**src/rtl/therm_dac_drv_pkg.sv**
```systemverilog
// adc_pkg: constants, types and modular pointer arithmetic shared by the
// thermometer DAC driver and the ADC thermometer encoder.
package adc_pkg;

    localparam int ADC_NBITS = 4;
    localparam int ADC_NELEM = 15;

    typedef logic [ADC_NBITS-1:0] code_t;
    typedef logic [ADC_NELEM-1:0] therm_t;

    // (a + b) mod ADC_NELEM, valid for a < ADC_NELEM and b <= ADC_NELEM
    function automatic code_t mod_add(input code_t a, input code_t b);
        logic [ADC_NBITS:0] s;
        logic [ADC_NBITS:0] r;
        s = {1'b0, a} + {1'b0, b};
        r = (s >= (ADC_NBITS+1)'(ADC_NELEM)) ? s - (ADC_NBITS+1)'(ADC_NELEM) : s;
        return r[ADC_NBITS-1:0];
    endfunction

endpackage

```
**src/rtl/therm_dac_drv_rot.sv**
```systemverilog
// therm_rot: rotated thermometer decode, element i on iff ((i - p) mod NELEM) < k.
module therm_rot
    import adc_pkg::*;
(
    input  code_t  k,
    input  code_t  p,
    output therm_t en
);

    for (genvar i = 0; i < ADC_NELEM; i++) begin : g_el
        code_t d;
        // distance from the start pointer, wrapped into 0..NELEM-1
        assign d = (ADC_NBITS'(i) >= p) ? ADC_NBITS'(i) - p
                                        : ADC_NBITS'(i) + ADC_NBITS'(ADC_NELEM) - p;
        assign en[i] = d < k;
    end

endmodule

```
**src/rtl/therm_dac_drv.sv**
```systemverilog
// therm_dac_drv: 1-entry buffered binary-to-thermometer driver for the unary
// DAC, with data-weighted-averaging rotation of the element start pointer.
module therm_dac_drv
    import adc_pkg::*;
(
    input  logic                 clk,
    input  logic                 rst,
    input  logic [ADC_NBITS-1:0] din,
    input  logic                 din_valid,
    output logic                 din_ready,
    input  logic                 hold,
    input  logic                 dwa_en,
    output logic [ADC_NELEM-1:0] Y,
    output logic                 upd,
    output logic [ADC_NBITS-1:0] ptr
);

    logic   buf_full_q, buf_full_d;
    code_t  buf_q, buf_d;
    therm_t y_q, y_d;
    code_t  ptr_q, ptr_d;
    logic   upd_q, upd_d;
    logic   accept, apply;
    code_t  rot_p;
    therm_t rot_en;

    assign rot_p = dwa_en ? ptr_q : '0;

    therm_rot u_rot (
        .k  (buf_q),
        .p  (rot_p),
        .en (rot_en)
    );

    always_comb begin
        din_ready  = ~buf_full_q | ~hold;
        accept     = din_valid & din_ready;
        apply      = buf_full_q & ~hold;
        buf_full_d = accept | (buf_full_q & ~apply);
        buf_d      = accept ? din : buf_q;
        y_d        = apply ? rot_en : y_q;
        ptr_d      = apply ? (dwa_en ? mod_add(ptr_q, buf_q) : '0) : ptr_q;
        upd_d      = apply;
    end

    // active-low asynchronous reset drops any buffered code
    always_ff @(posedge clk or negedge rst) begin
        if (!rst) begin
            buf_full_q <= 1'b0;
            buf_q      <= '0;
            y_q        <= '0;
            ptr_q      <= '0;
            upd_q      <= 1'b0;
        end else begin
            buf_full_q <= buf_full_d;
            buf_q      <= buf_d;
            y_q        <= y_d;
            ptr_q      <= ptr_d;
            upd_q      <= upd_d;
        end
    end

    assign Y   = y_q;
    assign ptr = ptr_q;
    assign upd = upd_q;

endmodule

```
**config.mk**
```make
export PLATFORM = sky130hd
export DESIGN_NAME = therm_dac_drv
export DESIGN_NICKNAME = d
export VERILOG_FILES = /design/src/rtl/therm_dac_drv_pkg.sv /design/src/rtl/therm_dac_drv_rot.sv /design/src/rtl/therm_dac_drv.sv
export SDC_FILE = /design/constraint.sdc
export NUM_CORES = 1
export LEC_CHECK = 0
export ABC_AREA = 1
export BUFFER_PORTS_ARGS = -buffer_cell sky130_fd_sc_hd__buf_2
export CAP_MARGIN = 20
export CORE_ASPECT_RATIO = 2
export CORE_UTILIZATION = 50
export CTS_BUF_LIST = sky130_fd_sc_hd__clkbuf_4 sky130_fd_sc_hd__clkbuf_8
export CTS_CLUSTER_SIZE = 40
export DETAILED_ROUTE_END_ITERATION = 6
export HOLD_SLACK_MARGIN = 0.08
export PLACE_DENSITY = 0.69
export SETUP_SLACK_MARGIN = 0.1
export SLEW_MARGIN = 30
export SYNTH_ARGS = -nofsm -noshare
export SYNTH_HDL_FRONTEND = slang
export SYNTH_SLANG_ARGS = --single-unit
```
**constraint.sdc**
```tcl
create_clock -name clk -period 7.1 [get_ports clk]
set_clock_uncertainty 0.1 [all_clocks]
set_input_delay 1.42 -clock clk [delete_from_list [all_inputs] [get_ports clk]]
set_output_delay 1.42 -clock clk [all_outputs]
set_load 0.1 [all_outputs]
```
==> impl_results.md <==
- Largest area contributor in the netlist: ha_1
- Clock Power Share: 0.064
- Critical Path RT: 7.24 ns
- Max Slew Vio Count: 0
- Initial Utilization: 0.516
- Fin. Hold Viols: 0
- DPL Wire Length: 6950 microns
- GRT Residual Overflow: 0
- Synth warnings: 0
- TritonCTS buffer count: 3
- Yosys reg bits: 25
- CTS Root Cell: clkbuf_8
- Initial antenna violation count: 0
- First-pass GRT wire length: 15300 microns
- Routed len/inst: 15.6 microns
- CTS max path bufs: 2
- Setup_tns: 0 ns
- Worst-Margin Slew: 0.760 ns
- Max_cap viols: 0
- CP startpoint kind: primary input
- Sequential area share after synthesis: 0.194
- Largest net degree at the start of global routing: 26
- F_max: 251 MHz
- Postcts setup bufs: 0
- RSZ-0062 raised after global routing: false
- Synth Area in Adders: 0.231
- Internal power: between 0.5 and 0.6 mW
- Core Area: 6260 sq um
- Element type at the critical path end: flip-flop
- Cell Area, Synth: 3230 sq um
- P_sw: 0.998 mW
- Layout cells sized above 1: 0.106
- GR Util All Layers: 0.298
- Leak: 1.96 nW
- Reg power frac: 0.168
- Final worst path period need: 3.99 ns
- Worst hold path class: reg2reg
- Total chip power: between 1.5 and 2 mW
- Final RePlAce weighted congestion: approximately 0.9
- Chip width: ~59 microns
- Post-Synth XOR/XNOR Area: 0.0136
- Power per cell area: about 450 nW/um^2
- Synth Area in Compound Gates: 0.128
- Detailed-route DRC error count: 0
- Drt pass-1 iters: 4
- DRT iter0 DRCs: between 150 and 200
- Cells after synthesis: a little under 500
- Vias in the first global route: 3169
- Post-synth cell types: 34
- PostCTS Resize Cnt: 0
- Clock-pin slew on the worst setup and hold paths: 0.11 ns
- Mux cell area share after synthesis: 0.00349
- Syn_area_per_cell: 6.60 sq um
- Final Cell Area: 3440 sq um
- Die Height: 116 microns
- Port Buffers: 29
- Post-Syn Nets: 557
- Vias: ~3200
- Yosys top cell area share: 0.225
- IO Count: 30
- Clk Latency, worst-skew pair: 0.29 ns
- Cell row count: 41
- Setup violators final: 0
- CTS tree: yes
- Main combinational cell family by area after synthesis: simple AND/OR/NAND/NOR gates
- Area contributors post-synth: ha_1 22%, nand2_1 20%, dfrtp_1 19%
- Die ar.: just under 7000 sq um
- Synth Area in Simple Gates: 0.325
- Area growth from synthesis to layout: 6.51%
- # clock sinks: 25
- Worst vdd ir: 0.387 mV
- Placed inst area: 3390 sq um
- Setup CP Type: in2reg
- Final WL: 9260 microns
- # hold bufs at CTS: 0
- Arr. time, crit path: 4.12 ns
- Switching share of power: 0.646
- H-tree levels: 1
- Crit-path max FO: 22
- Detail Route Antenna Nets: 0
- Slew HR: 0.493
- Vias per cell: 5.45
- NumNets Final: between 500 and 600
- Period utilisation layout: 0.562
- Status: completed
- Number of diodes: 0
- Logic pwr share: 0.768
==> Yosys cell counts <==
cell,number
nand2_1,168
inv_1,59
ha_1,58
nand3_1,45
dfrtp_1,25
o21ai_0,24
a21oi_1,23
nor2_1,22
nand2_2,7
a211oi_1,6
a31oi_1,4
buf_6,4
o211ai_1,4
buf_2,3
buf_4,3
clkbuf_1,3
nand3_2,3
o21a_1,3
o21ai_1,3
xor2_1,3
a21oi_2,2
clkinv_1,2
inv_2,2
nor2_2,2
xnor2_1,2
clkbuf_2,1
clkinv_2,1
fa_1,1
mux2_2,1
nand2_4,1
nand3b_1,1
nand4_1,1
o21ai_4,1
o22ai_1,1
==> placed cells by master, fill, tap and decap left out, types with 2 or more instances in the layout <==
cell type  netlist  final
xor2_1           3      3
o21ai_0         24     24
a21oi_2          2      2
nand2_2          7      7
xnor2_1          2      2
nor2_1          22     22
buf_2            3     29
nor2_2           2      2
inv_2            2      2
o211ai_1         4      4
nand3_2          3      3
inv_1           59     59
clkinv_1         2      2
a21oi_1         23     23
nand3_1         45     45
o21ai_1          3      3
clkbuf_8         0      3
nand2_1        168    168
a31oi_1          4      4
ha_1            58     58
o21a_1           3      3
dfrtp_1         25     25
a211oi_1         6      6
==> per-stage QoR <==
step           std cells  setup WS, ns   util  hold slack, ns
6_report             595          3.11  0.550           0.384
4_1_cts              595          3.15  0.550           0.389
5_1_grt              595          2.78  0.550           0.398
3_5_place_dp         591          2.85  0.542           0.360
3_3_place_gp         591          2.88  0.542           0.358
2_1_floorplan        489          3.33      -           0.488
==> sequential cells by signal (all words and copies together), names as in the netlist <==
| signal | cells |
|---|---|
| Y | 15 |
| buf_full_q | 1 |
| buf_q | 4 |
| ptr | 4 |
| upd | 1 |
==> area by class of cell <==
cell class                      instances  area, sq um
Clock buffer                            3         41.3
Tap cell                               86          108
Timing Repair Buffer                   30          153
Sequential cell                        25          626
Clock inverter                          1         7.51
Inverter                               64          241
Multi-Input combinational cell        386         2260
Fill cell                             684         2820
==> kinds of logic after synthesis <==
| logic type | Yosys count |
|---|---|
| xor gates and xnor gates | 5 |
| muxes | 1 |
| adders and majority gates | 59 |
| buffers and inverters | 78 |
| DFF | 25 |
| and+or+nand+nor | 250 |
| AOI/OAI and AO/OA | 71 |
==> power by group through the flow <==
stage / clock network [mW] / logic [mW] / registers (mW)
2_1_floorplan: 0 / 0.630 / 0.592
3_3_place_gp: 0 / 1.16 / 0.260
3_5_place_dp: 0 / 1.19 / 0.261
4_1_cts: 0.100 / 1.19 / 0.258
5_1_grt: 0.102 / 1.32 / 0.266
6_report: 0.0984 / 1.19 / 0.259
==> worst paths after layout <==
| check | cells after the start | to | slack, ns | from |
|---|---|---|---|---|
| hold reg to reg | 2 | Y[7] | 0.38 | Y[7] |
| hold / removal | 2 | Y[7] | 0.38 | Y[7] |
| min in group asynchronous | 1 | ptr[2] | 1.01 | rst |
| setup reg to reg | 13 | Y[6] | 3.81 | ptr[0] |
| setup / recovery | 14 | Y[6] | 3.11 | dwa_en |
| max in group asynchronous | 1 | buf_q[3] | 5.47 | rst |
==> critical path, stage by stage <==
cell,delay [ns]
buf_2,0.23
nand2_2,0.33
inv_1,0.50
ha_1,0.32
inv_1,0.09
nor2_2,0.14
nand2_1,0.09
nand2_1,0.19
nand2_1,0.07
o21ai_1,0.09
ha_1,0.25
a211oi_1,0.24
nand2_1,0.08
nand2_1,0.06
==> per-layer routing <==
layer | vias to the layer above | global-route usage | part of all wire
met5 | - | 0 | 0
li1 | 1632 | - | -
met1 | 1483 | 0.313 | 0.37
met4 | 0 | 0.187 | 0.049
met3 | 31 | 0.0190 | 0.038
met2 | 97 | 0.552 | 0.55
Power figures use the tool's default switching activity.
